### src/rtl/rv_pkg.sv
// ----------------------------------------------------------------------------
// rv_pkg
// Shared constants and types for the integer writeback path.
//   XLEN       : width of a writeback value
//   REG_ADDR_W : width of an integer register index
//   NUM_REGS   : number of architectural integer registers
//   wb_req_t   : one writeback request {destination register, value}
// ----------------------------------------------------------------------------
package rv_pkg;

    localparam int XLEN       = 32;
    localparam int REG_ADDR_W = 5;
    localparam int NUM_REGS   = 1 << REG_ADDR_W;

    typedef struct packed {
        logic [REG_ADDR_W-1:0] rd;
        logic [XLEN-1:0]       data;
    } wb_req_t;

endpackage

### src/rtl/rv_wb_sched_if.sv
// ----------------------------------------------------------------------------
// rv_wb_sched_if
// Writeback source bundle for the scheduler: source A (execute/ALU) and
// source B (load unit).
//   i_a_valid / o_a_ready / i_a_rd / i_a_data : source A request channel
//   i_b_valid / o_b_ready / i_b_rd / i_b_data : source B request channel
// Modports:
//   master : the writeback sources (drive valid/rd/data, observe ready)
//   slave  : the scheduler (observes valid/rd/data, drives ready)
//
// Handshake: a request transfers in the cycle where valid && ready are both
// high. A source raising valid keeps rd/data stable until that cycle; ready
// is a combinational grant and may depend on valid in the same cycle.
// ----------------------------------------------------------------------------
interface rv_wb_sched_if #(
    parameter int XLEN = rv_pkg::XLEN
);

    logic                          i_a_valid;
    logic                          o_a_ready;
    logic [rv_pkg::REG_ADDR_W-1:0] i_a_rd;
    logic [XLEN-1:0]               i_a_data;

    logic                          i_b_valid;
    logic                          o_b_ready;
    logic [rv_pkg::REG_ADDR_W-1:0] i_b_rd;
    logic [XLEN-1:0]               i_b_data;

    modport master (
        output i_a_valid, i_a_rd, i_a_data,
        output i_b_valid, i_b_rd, i_b_data,
        input  o_a_ready, o_b_ready
    );

    modport slave (
        input  i_a_valid, i_a_rd, i_a_data,
        input  i_b_valid, i_b_rd, i_b_data,
        output o_a_ready, o_b_ready
    );

endinterface

### src/rtl/rv_wb_rr_arb.sv
// ----------------------------------------------------------------------------
// rv_wb_rr_arb
// Two-requester round-robin arbiter with a combinational grant.
//   i_clk     : clock
//   i_reset_n : asynchronous active-low reset (priority returns to req[0])
//   i_req     : request vector, bit 0 = source A, bit 1 = source B
//   o_gnt     : one-hot (or zero) grant vector, same bit order
// A lone requester is always granted. When both request, the one that was
// not granted most recently wins. The priority flop only moves on a grant.
// ----------------------------------------------------------------------------
module rv_wb_rr_arb (
    input  logic       i_clk,
    input  logic       i_reset_n,
    input  logic [1:0] i_req,
    output logic [1:0] o_gnt
);

    // 1: source A wins a tie, 0: source B wins a tie
    logic prio_a_q;
    logic prio_a_d;

    always_comb begin
        o_gnt[0] = i_req[0] && (!i_req[1] || prio_a_q);
        o_gnt[1] = i_req[1] && (!i_req[0] || !prio_a_q);
        prio_a_d = prio_a_q;
        if (o_gnt[0]) begin
            prio_a_d = 1'b0;
        end else if (o_gnt[1]) begin
            prio_a_d = 1'b1;
        end
    end

    always_ff @(posedge i_clk or negedge i_reset_n) begin
        if (!i_reset_n) begin
            prio_a_q <= 1'b1;
        end else begin
            prio_a_q <= prio_a_d;
        end
    end

endmodule

### src/rtl/rv_wb_sched.sv
// ----------------------------------------------------------------------------
// rv_wb_sched
// Writeback scheduler for the single write port of the integer register
// file, plus a per-register pending-write scoreboard for RAW stalls.
//   i_clk, i_reset_n            : clock, asynchronous active-low reset
//   wb (rv_wb_sched_if.slave)   : source A / source B writeback requests
//   i_issue, i_issue_rd         : decode issues an instruction writing rd
//   o_issue_ready               : scoreboard has room for that rd
//   i_rs1, i_rs2                : decode operand queries
//   o_rs1_busy, o_rs2_busy      : operand still has a pending write
//   o_rf_write/o_rf_rd/o_rf_data: registered register-file write port
// Optional build macro RV_WB_SCHED_FWD_EN adds o_rs1_fwd / o_rs2_fwd: the
// operand is being written this cycle by its last outstanding writer, so
// decode may take o_rf_data instead of stalling.
// ----------------------------------------------------------------------------
module rv_wb_sched #(
    parameter int XLEN  = rv_pkg::XLEN,
    parameter int CNT_W = 2
) (
    input  logic                          i_clk,
    input  logic                          i_reset_n,
    rv_wb_sched_if.slave                  wb,
    input  logic                          i_issue,
    output logic                          o_issue_ready,
    input  logic [rv_pkg::REG_ADDR_W-1:0] i_issue_rd,
    input  logic [rv_pkg::REG_ADDR_W-1:0] i_rs1,
    input  logic [rv_pkg::REG_ADDR_W-1:0] i_rs2,
    output logic                          o_rs1_busy,
    output logic                          o_rs2_busy,
    output logic                          o_rf_write,
    output logic [rv_pkg::REG_ADDR_W-1:0] o_rf_rd,
    output logic [XLEN-1:0]               o_rf_data
`ifdef RV_WB_SCHED_FWD_EN
    ,
    output logic                          o_rs1_fwd,
    output logic                          o_rs2_fwd
`endif
);

    import rv_pkg::*;

    localparam logic [CNT_W-1:0] CNT_MAX = '1;

    logic [1:0]          req;
    logic [1:0]          gnt;
    wb_req_t             sel_req;
    wb_req_t             wb_q;
    logic                rf_write_q;

    logic [CNT_W-1:0]    cnt_q [NUM_REGS];
    logic [CNT_W-1:0]    cnt_d [NUM_REGS];
    logic [NUM_REGS-1:0] inc_v;
    logic [NUM_REGS-1:0] dec_v;

    logic                rs1_pend;
    logic                rs2_pend;

    // ------------------------------------------------------------------
    // Arbitration
    // ------------------------------------------------------------------
    assign req = {wb.i_b_valid, wb.i_a_valid};

    rv_wb_rr_arb u_arb (
        .i_clk     (i_clk),
        .i_reset_n (i_reset_n),
        .i_req     (req),
        .o_gnt     (gnt)
    );

    assign wb.o_a_ready = gnt[0];
    assign wb.o_b_ready = gnt[1];

    always_comb begin
        sel_req.rd   = wb.i_a_rd;
        sel_req.data = wb.i_a_data;
        if (gnt[1]) begin
            sel_req.rd   = wb.i_b_rd;
            sel_req.data = wb.i_b_data;
        end
    end

    // ------------------------------------------------------------------
    // Registered write port. A granted rd=0 result is consumed but never
    // raises the write enable, so x0 is never written and never commits.
    // ------------------------------------------------------------------
    always_ff @(posedge i_clk or negedge i_reset_n) begin
        if (!i_reset_n) begin
            rf_write_q <= 1'b0;
            wb_q       <= '0;
        end else begin
            rf_write_q <= (|gnt) && (sel_req.rd != '0);
            if (|gnt) begin
                wb_q <= sel_req;
            end
        end
    end

    assign o_rf_write = rf_write_q;
    assign o_rf_rd    = wb_q.rd;
    assign o_rf_data  = wb_q.data;

    // ------------------------------------------------------------------
    // Scoreboard. Entry 0 exists only to keep indexing simple; it is never
    // incremented or decremented and stays at zero.
    // ------------------------------------------------------------------
    assign o_issue_ready = (i_issue_rd == '0) || (cnt_q[i_issue_rd] != CNT_MAX);

    always_comb begin
        inc_v = '0;
        dec_v = '0;
        if (i_issue && o_issue_ready && (i_issue_rd != '0)) begin
            inc_v[i_issue_rd] = 1'b1;
        end
        // A commit against an empty counter is a protocol error; clamp at 0.
        if (rf_write_q && (cnt_q[wb_q.rd] != '0)) begin
            dec_v[wb_q.rd] = 1'b1;
        end
    end

    always_comb begin
        for (int r = 0; r < NUM_REGS; r++) begin
            cnt_d[r] = cnt_q[r];
            if (inc_v[r] && !dec_v[r]) begin
                cnt_d[r] = cnt_q[r] + CNT_W'(1);
            end else if (dec_v[r] && !inc_v[r]) begin
                cnt_d[r] = cnt_q[r] - CNT_W'(1);
            end
        end
    end

    always_ff @(posedge i_clk or negedge i_reset_n) begin
        if (!i_reset_n) begin
            for (int r = 0; r < NUM_REGS; r++) begin
                cnt_q[r] <= '0;
            end
        end else begin
            for (int r = 0; r < NUM_REGS; r++) begin
                cnt_q[r] <= cnt_d[r];
            end
        end
    end

    // ------------------------------------------------------------------
    // Operand busy: from the counters only, this cycle's commit does not
    // clear busy unless forwarding is built in.
    // ------------------------------------------------------------------
    assign rs1_pend = (i_rs1 != '0) && (cnt_q[i_rs1] != '0);
    assign rs2_pend = (i_rs2 != '0) && (cnt_q[i_rs2] != '0);

`ifdef RV_WB_SCHED_FWD_EN
    // Forward only when the commit in flight is the last outstanding
    // writer; an older value would otherwise be handed to a younger reader.
    assign o_rs1_fwd  = rf_write_q && (wb_q.rd == i_rs1) && (i_rs1 != '0)
                        && (cnt_q[i_rs1] == CNT_W'(1));
    assign o_rs2_fwd  = rf_write_q && (wb_q.rd == i_rs2) && (i_rs2 != '0)
                        && (cnt_q[i_rs2] == CNT_W'(1));
    assign o_rs1_busy = rs1_pend && !o_rs1_fwd;
    assign o_rs2_busy = rs2_pend && !o_rs2_fwd;
`else
    assign o_rs1_busy = rs1_pend;
    assign o_rs2_busy = rs2_pend;
`endif

`ifndef SYNTHESIS
    commit_underflow_chk: assert property (@(posedge i_clk) disable iff (!i_reset_n)
        !(rf_write_q && (cnt_q[wb_q.rd] == '0)));
`endif

endmodule
### src/flat_wrapper.sv
// flat-port wrapper written by rule: the top's interface ports become plain ports
module rv_wb_sched_flat import rv_pkg::*;
#(
    parameter int XLEN  = rv_pkg::XLEN,
    parameter int CNT_W = 2
)
  (i_clk, i_reset_n, i_issue, o_issue_ready, i_issue_rd, i_rs1, i_rs2, o_rs1_busy, o_rs2_busy, o_rf_write, o_rf_rd, o_rf_data, wb_i_a_valid, wb_i_a_rd, wb_i_a_data, wb_i_b_valid, wb_i_b_rd, wb_i_b_data, wb_o_a_ready, wb_o_b_ready);
  rv_wb_sched_if #(.XLEN(XLEN)) wb_i ();
  input  logic i_clk;
  input  logic i_reset_n;
  input  logic i_issue;
  output logic o_issue_ready;
  input  logic [rv_pkg::REG_ADDR_W-1:0] i_issue_rd;
  input  logic [rv_pkg::REG_ADDR_W-1:0] i_rs1;
  input  logic [rv_pkg::REG_ADDR_W-1:0] i_rs2;
  output logic o_rs1_busy;
  output logic o_rs2_busy;
  output logic o_rf_write;
  output logic [rv_pkg::REG_ADDR_W-1:0] o_rf_rd;
  output logic [XLEN-1:0] o_rf_data;
  input wire logic [$bits(wb_i.i_a_valid)-1:0] wb_i_a_valid;
  input wire logic [$bits(wb_i.i_a_rd)-1:0] wb_i_a_rd;
  input wire logic [$bits(wb_i.i_a_data)-1:0] wb_i_a_data;
  input wire logic [$bits(wb_i.i_b_valid)-1:0] wb_i_b_valid;
  input wire logic [$bits(wb_i.i_b_rd)-1:0] wb_i_b_rd;
  input wire logic [$bits(wb_i.i_b_data)-1:0] wb_i_b_data;
  output wire logic [$bits(wb_i.o_a_ready)-1:0] wb_o_a_ready;
  output wire logic [$bits(wb_i.o_b_ready)-1:0] wb_o_b_ready;
  assign wb_i.i_a_valid = wb_i_a_valid;
  assign wb_i.i_a_rd = wb_i_a_rd;
  assign wb_i.i_a_data = wb_i_a_data;
  assign wb_i.i_b_valid = wb_i_b_valid;
  assign wb_i.i_b_rd = wb_i_b_rd;
  assign wb_i.i_b_data = wb_i_b_data;
  assign wb_o_a_ready = wb_i.o_a_ready;
  assign wb_o_b_ready = wb_i.o_b_ready;
  rv_wb_sched #(.XLEN(XLEN), .CNT_W(CNT_W)) u_core (.i_clk(i_clk), .i_reset_n(i_reset_n), .wb(wb_i), .i_issue(i_issue), .o_issue_ready(o_issue_ready), .i_issue_rd(i_issue_rd), .i_rs1(i_rs1), .i_rs2(i_rs2), .o_rs1_busy(o_rs1_busy), .o_rs2_busy(o_rs2_busy), .o_rf_write(o_rf_write), .o_rf_rd(o_rf_rd), .o_rf_data(o_rf_data));
endmodule
### config.mk
export PLATFORM = sky130hd
export DESIGN_NAME = rv_wb_sched_flat
export DESIGN_NICKNAME = d
export VERILOG_FILES = /design/src/rtl/rv_pkg.sv /design/src/rtl/rv_wb_sched_if.sv /design/src/rtl/rv_wb_rr_arb.sv /design/src/rtl/rv_wb_sched.sv /design/src/flat_wrapper.sv
export SDC_FILE = /design/constraint.sdc
export NUM_CORES = 1
export LEC_CHECK = 0
export CAP_MARGIN = 20
export CELL_PAD_IN_SITES_DETAIL_PLACEMENT = 0
export CELL_PAD_IN_SITES_GLOBAL_PLACEMENT = 1
export CORE_MARGIN = 2
export CORE_UTILIZATION = 38
export DETAILED_ROUTE_END_ITERATION = 8
export PLACE_DENSITY = 0.79
export SYNTH_ARGS = -nofsm -noshare
export SYNTH_HDL_FRONTEND = slang
export SYNTH_SLANG_ARGS = --single-unit
### constraint.sdc
create_clock -name i_clk -period 5.4 [get_ports i_clk]
set_input_delay 0.54 -clock i_clk [delete_from_list [all_inputs] [get_ports i_clk]]
set_output_delay 0.54 -clock i_clk [all_outputs]
set_load 0.005 [all_outputs]
==> results of run 1 <==
-- area by class of cell --
class / count / area [sq um]
fillers: 1773 / 9720
inverters: 42 / 163
repair buffers: 143 / 1400
well taps: 234 / 293
clock buffers: 9 / 225
multi-input cells: 563 / 4140
flip-flops and latches: 103 / 2580
clock inverters: 6 / 57.6
-- placed cells by master (no fill, tap or decap), drive strengths merged, types with 14 or more instances in the layout --
master / synthesis / final
nand2: 24 / 24
dfrtp: 102 / 102
ha: 32 / 32
inv: 42 / 43
a31oi: 36 / 36
o22ai: 48 / 48
xor2: 64 / 64
mux4: 19 / 19
mux2i: 35 / 35
nor2: 133 / 133
o211ai: 14 / 14
clkdlybuf4s50: 0 / 133
xnor2: 32 / 32
a21oi: 41 / 41
-- power by group --
| group | internal, mW | total [mW] | switching (mW) |
|---|---|---|---|
| Sequential | 1.03 | 1.44 | 0.406 |
| Combinational | 0.567 | 1.09 | 0.524 |
| Clock | 0.318 | 0.643 | 0.325 |
-- through the flow --
stage	instance area, sq um	hold slack (ns)	power (mW)
final	8860	0.166	3.17
after global routing	8860	0.225	3.35
after CTS	8860	0.194	3.18
after detailed placement	8580	0.487	2.52
after global placement	8580	0.483	2.51
after floorplan	7150	0.244	2.06
-- kinds of logic (layout without fill, tap and decap cells) --
family,count (synthesis),after routing,share of synthesized area
multiplexers,54,54,0.110
AO/OA/AOI/OAI,177,177,0.165
flip-flops,103,103,0.361
other,1,1,0.000525
AND/OR/NAND/NOR,203,203,0.130
adder cells (fa/ha/maj),32,32,0.0560
buffers and inverters,90,200,0.0599
XOR/XNOR,96,96,0.118
-- registers in the layout, summed over array words and instances, names as in the netlist --
register / count
u_core.o_rf_data: 32
u_core.cnt_q: 64
u_core.u_arb.prio_a_q: 1
u_core.o_rf_rd: 5
u_core.o_rf_write: 1
-- final timing paths --
path	end	startpoint	cells past startpoint	slack, ns
max in group asynchronous	u_core.o_rf_data[23]	i_reset_n	2	4.01
worst max register to register	u_core.cnt_q[61]	u_core.o_rf_rd[1]	8	2.40
min in group i_clk	u_core.cnt_q[57]	u_core.cnt_q[57]	1	0.50
worst min-delay path	u_core.cnt_q[17]	i_reset_n	1	0.17
worst min register to register	u_core.cnt_q[57]	u_core.cnt_q[57]	1	0.50
worst max-delay path	o_issue_ready	i_issue_rd[0]	7	1.77
-- worst register-to-register path, cell delays in order, from the launching register on --
cell       delay, ns
dfrtp_1         0.61
inv_2           0.21
mux4_1          0.48
a2bb2oi_1       0.29
nand4b_4        0.38
o211ai_1        0.34
ha_1            0.30
nor2_1          0.14
xor2_1          0.16
-- layer usage --
metal,track usage,vias to the layer above
met2,0.351,208
met5,0,-
met3,0.0571,44
met4,0.0716,0
met1,0.289,2948
li1,-,2921
==> results.md, run 1 <==
- Status: finished, final reports clean
- Synth warn: 0
- Layout cells sized above 1: 0.0716
- RSZ-0062 raised after global routing: false
- CP max stage cell: buf_2
- Port Buf Inserts: 136
- Post-CTS setup repair buffer count: 0
- Vias per cell: 5.56
- Data arrival, critical path: 3.09 ns
- Tot GR Track Use: 0.219
- DRC viols: 0
- Synthesized Nets: 882
- Post-synthesis sequential area ratio: 0.361
- Vias in the first global route: 6,149
- Clock latency on the worst-skew pair: 0.36 ns
- Commonest cells in the netlist: 133 x nor2_1, 102 x dfrtp_1, 64 x xor2_1
- Routability congestion estimate: 0.948
- # placed instances: 1,085
- Maximum vdd ir drop: 0.000143 V
- Final hold vios: 0
- First-pass GRT wire length: 34,000 um
- Worst Tran Pin Value: 1.08 ns
- Most frequent cell after synthesis: nor2_1
- Area leader, netlist: dfrtp_1
- Synth top area share: 0.357
- Final net count: 988
- Resize count post-CTS: 0
- Final setup vio count: 0
- CP bufs+invs: 2
- P&R area growth vs syn: 23.9%
- Crit path time final: 3.63 ns
- CP Cell Sequence: buf_2 -> mux2i_1 -> o22ai_1 -> nor4_2 -> nor3_1 -> a21oi_1 -> clkdlybuf4s50_1
- Final period util: 0.673
- Antenna Violating Nets Remaining: 0
- Total negative setup slack: 0 ns
- Slew HR: 0.277
- Number of library cell types mapped by synthesis: 55
- Clock sinks: 103
- Non-Filler Instances: 1,100
- Crit-path max cell delay: 0.76 ns
- Max Slew Vio Count: 0
- Die height: 141 um
- Max_cap viols: 0
- Post-Syn Instances: 756
- Fmax: 0.275 GHz
- Routed WL: 21,500 um
- Total CTS buffers: 9
- Fin Clk Skew: 0.0104 ns
- Root Driver: clkbuf_16
- Setup ws final: 1.77 ns
- Core area: 0.0186 sq mm
- Clk pin slew, worst setup/hold paths: 0.07 ns
- Critical setup path kind: in -> out
- Initial DRT Pass Iterations: 5
- Synth Register Bits: 103
- Post-Synthesis Cell Area: 0.00715 sq mm
- Met3 wire length: 1480 um
- Dpl ws: 1.83 ns
- Startpoint class of the critical path: input port
- Full die area: 0.0199 sq mm
- Top FF cell, synth: dfrtp_1
- CTS H-tree depth: 3
- CP required: 4.86 ns
- Total I/O pin count: 137
- Via count: 6,121
- Syn avg cell area: 9.46 sq um
- Initial cell density of the core: 0.385
- DIE WIDTH: 141 um
- DR WL met2: 9950 um
- Number of diodes: 0
- Type of the tightest min-delay check: in -> async
- PwrDens: 358 mW/mm^2
- Met1 WL: 9510 um
- Final core occ: 0.477
- Largest net degree at the start of global routing: 97
- Worst Setup End Kind: output pin
- Synth area leaders: dfrtp_1 36%, xor2_1 7.8%, nor2_1 7.0%
- CTS max path bufs: 2
- Top delay family on crit path: buffers and inverters
- Lkg Pwr: 3.56 nW
- Synth async-reset ratio: 1.00
- EDFF count, synth: 0
- Routed wire length per instance: 19.5 um
- Max layer used: met4
- Row cnt: 50
- Initial antenna violation count: 0
- Crit path max fanout: 36
- Initial DRC count: 365
- CTS tree: yes
- Hpwl dp: 15,700 um
- GRT overflow: 0
- Post-CTS Hold Fix Bufs: 0
Power figures use the tool's default switching activity.
==> run 2: changes to the inputs <==
--- a/config.mk
+++ b/config.mk
@@ -9,9 +9,9 @@
 export CELL_PAD_IN_SITES_DETAIL_PLACEMENT = 0
 export CELL_PAD_IN_SITES_GLOBAL_PLACEMENT = 1
 export CORE_MARGIN = 2
-export CORE_UTILIZATION = 38
+export CORE_UTILIZATION = 37
 export DETAILED_ROUTE_END_ITERATION = 8
-export PLACE_DENSITY = 0.79
+export PLACE_DENSITY = 0.8
 export SYNTH_ARGS = -nofsm -noshare
 export SYNTH_HDL_FRONTEND = slang
 export SYNTH_SLANG_ARGS = --single-unit
==> constraint.sdc (replaced) <==
create_clock -name i_clk -period 2.97 [get_ports i_clk]
set_input_delay 0.297 -clock i_clk [delete_from_list [all_inputs] [get_ports i_clk]]
set_output_delay 0.297 -clock i_clk [all_outputs]
set_load 0.005 [all_outputs]
==> results.md, run 2 (synthesis gave the netlist of run 1 again) <==
- Total I/O pin count: 137 (unchanged)
- Routed wire length per instance: 18.5 um (-5.1%)
- RSZ-0062 raised after global routing: true
- Max_cap viols: 0 (unchanged)
- Initial cell density of the core: 0.380 (-0.00511)
- Maximum vdd ir drop: 0.000337 V (+140%)
- Most frequent cells in the layout: 133 x nor2_1, 130 x clkdlybuf4s50_1, 102 x dfrtp_1
- Lkg Pwr: 3.82 nW (+7.4%)
- Initial DRT Pass Iterations: 4 (-1)
- Top delay family on crit path: buffers and inverters
- Multi-input gate area in the final layout: 0.00415 sq mm (+0.21%)
- Initial antenna violation count: 1 (+1)
- Antenna Violating Nets Remaining: 0 (unchanged)
- Row cnt: 50 (unchanged)
- CTS H-tree depth: 3 (unchanged)
- Max FFs per register: 64 (unchanged)
- Final net count: 1,030 (+4.3%)
- Core area: 0.0188 sq mm (+1.3%)
- Clock sinks: 103 (unchanged)
- First-pass GRT wire length: 34,200 um (+0.49%)
- Total negative setup slack: 0 ns (unchanged)
- Hpwl dp: 16,200 um (+3.4%)
- CP Cell Sequence: clkdlybuf4s50_1 -> inv_2 -> mux4_2 -> mux4_2 -> a21oi_1 -> clkdlybuf4s50_1
- Status: finished, final reports clean
- Total CTS buffers: 9 (unchanged)
- Worst Setup End Kind: output pin
- Type of the tightest min-delay check: in -> reg
- Register Area: 0.00258 sq mm (unchanged)
- Data arrival, critical path: 2.60 ns (-0.49 ns)
- DRC viols: 0 (unchanged)
- Via count: 6,277 (+2.5%)
- Filler cells: 1,808 (+2.0%)
- Initial DRC count: 370 (+1.4%)
- Slew HR: 0.429 (+0.152)
- CTS tree: yes
- Final hold vios: 0 (unchanged)
- Fmax: 0.346 GHz
- GRT overflow: 0 (unchanged)
- Most common cell after layout, fill and taps aside: nor2_1
- PwrDens: 639 mW/mm^2 (+79%)
- Startpoint class of the critical path: input port
- CP required: 2.67 ns (-2.19 ns)
- Routability congestion estimate: 0.929 (-1.9%)
- Crit-path max cell delay: 0.52 ns (-0.24 ns)
- Worst Tran Pin Value: 0.856 ns (-0.227 ns)
- P&R area growth vs syn: 30.1%
- Clock latency on the worst-skew pair: 0.36 ns (about the same)
- Tot GR Track Use: 0.219 (about the same)
- CTS max path bufs: 2 (unchanged)
- CP max stage cell: mux4_2
- Final period util: 0.974
- Final setup vio count: 0 (unchanged)
- Clk pin slew, worst setup/hold paths: 0.08 ns (about the same)
- Routed WL: 21,600 um (+0.84%)
- Full die area: 0.0205 sq mm (+2.6%)
- Largest net degree at the start of global routing: 97 (unchanged)
- Port Buf Inserts: 136 (unchanged)
- Layout cells sized above 1: 0.113 (+0.0417)
- CP bufs+invs: 3 (+1)
- Vias in the first global route: 6,233 (+1.4%)
- DIE WIDTH: 143 um (+1.3%)
- Hold WS: 0.276 ns (+0.111 ns)
- Max Slew Vio Count: 0 (unchanged)
- Die height: 143 um (+1.3%)
- Biggest register: u_core.cnt_q
- Critical setup path kind: in -> out
- Crit path max fanout: 4 (-89%)
- Root Driver: clkbuf_16
- Number of diodes: 0 (unchanged)
- Fin Clk Skew: 0.0140 ns (+0.00360 ns)
- Vias per cell: 5.37 (-3.5%)
- Crit path time final: 2.89 ns
==> run 2: cell types whose count changed in the layout (fill, tap and decap cells not counted), moves of 3 or more <==
| cell | before | now |
|---|---|---|
| clkdlybuf4s50_1 | 133 | 130 |
| buf_4 | 8 | 45 |
| dlymetal6s2s_1 | 0 | 3 |
| buf_12 | 0 | 4 |
==> run 2: power by group <==
group / leakage [nW] / switching [mW] / total, mW / internal, mW
Clock: 0.151 / 0.585 / 1.27 / 0.687
Combinational: 2.54 / 1.04 / 2.14 / 1.10
Sequential: 1.13 / 0.654 / 2.53 / 1.88
Total: 3.82 / 2.28 / 5.94 / 3.67
==> run 2: cell type report <==
cell class                 count  share of cell area
sequential                   103               0.277
timing repair buffer         185               0.191
multi-input combinational    563               0.446
clock inverter                 5             0.00659
inverter                      42              0.0175
tap                          260              0.0350
clock buffer                  11              0.0261
==> run 2: through the flow <==
stage	setup WS, ns	std cells	total power [mW]	instance area [sq um]	utilization
floorplan	0.565	756	3.74	7150	-
global placement	0.0161	1151	4.63	8960	0.476
detailed placement	0.00455	1151	4.66	8960	0.476
CTS	0.0639	1168	5.96	9280	0.493
global route	-0.00169	1169	6.30	9300	0.494
finish	0.0765	1169	5.94	9300	0.494
==> run 2: what timing repair did <==
action	in CTS	in global routing
buffers inserted	0	1
endpoints found under the setup margin	0	3
hold buffers	1	0
hold endpoints to repair	38	0
resized for setup	0	4
==> run 2: worst paths after layout <==
| check | start | endpoint | slack [ns] | cells past startpoint |
|---|---|---|---|---|
| worst max register to register | u_core.cnt_q[54] | u_core.cnt_q[25] | 0.14 | 8 |
| worst max-delay path | i_rs1[0] | o_rs1_busy | 0.08 | 6 |
| min in group asynchronous | i_reset_n | u_core.cnt_q[56] | 0.50 | 2 |
| max in group asynchronous | i_reset_n | u_core.u_arb.prio_a_q | 1.69 | 3 |
| worst min-delay path | wb_i_b_valid | u_core.u_arb.prio_a_q | 0.28 | 3 |
| worst min register to register | u_core.cnt_q[41] | u_core.cnt_q[41] | 0.50 | 1 |
==> run 2: per-layer routing <==
| layer | wire (um) | track usage | up-vias |
|---|---|---|---|
| met5 | 0 | 0 | - |
| met4 | 515 | 0.0667 | 0 |
| met3 | 1690 | 0.0667 | 32 |
| met2 | 9900 | 0.350 | 252 |
| met1 | 9520 | 0.286 | 2997 |
| li1 | - | - | 2996 |
==> run 2: worst min-delay path: cells and delay by family <==
kind            cells  cell delay, ns
compound gates      1            0.11
buf+inv             1            0.10
simple gates        1            0.10
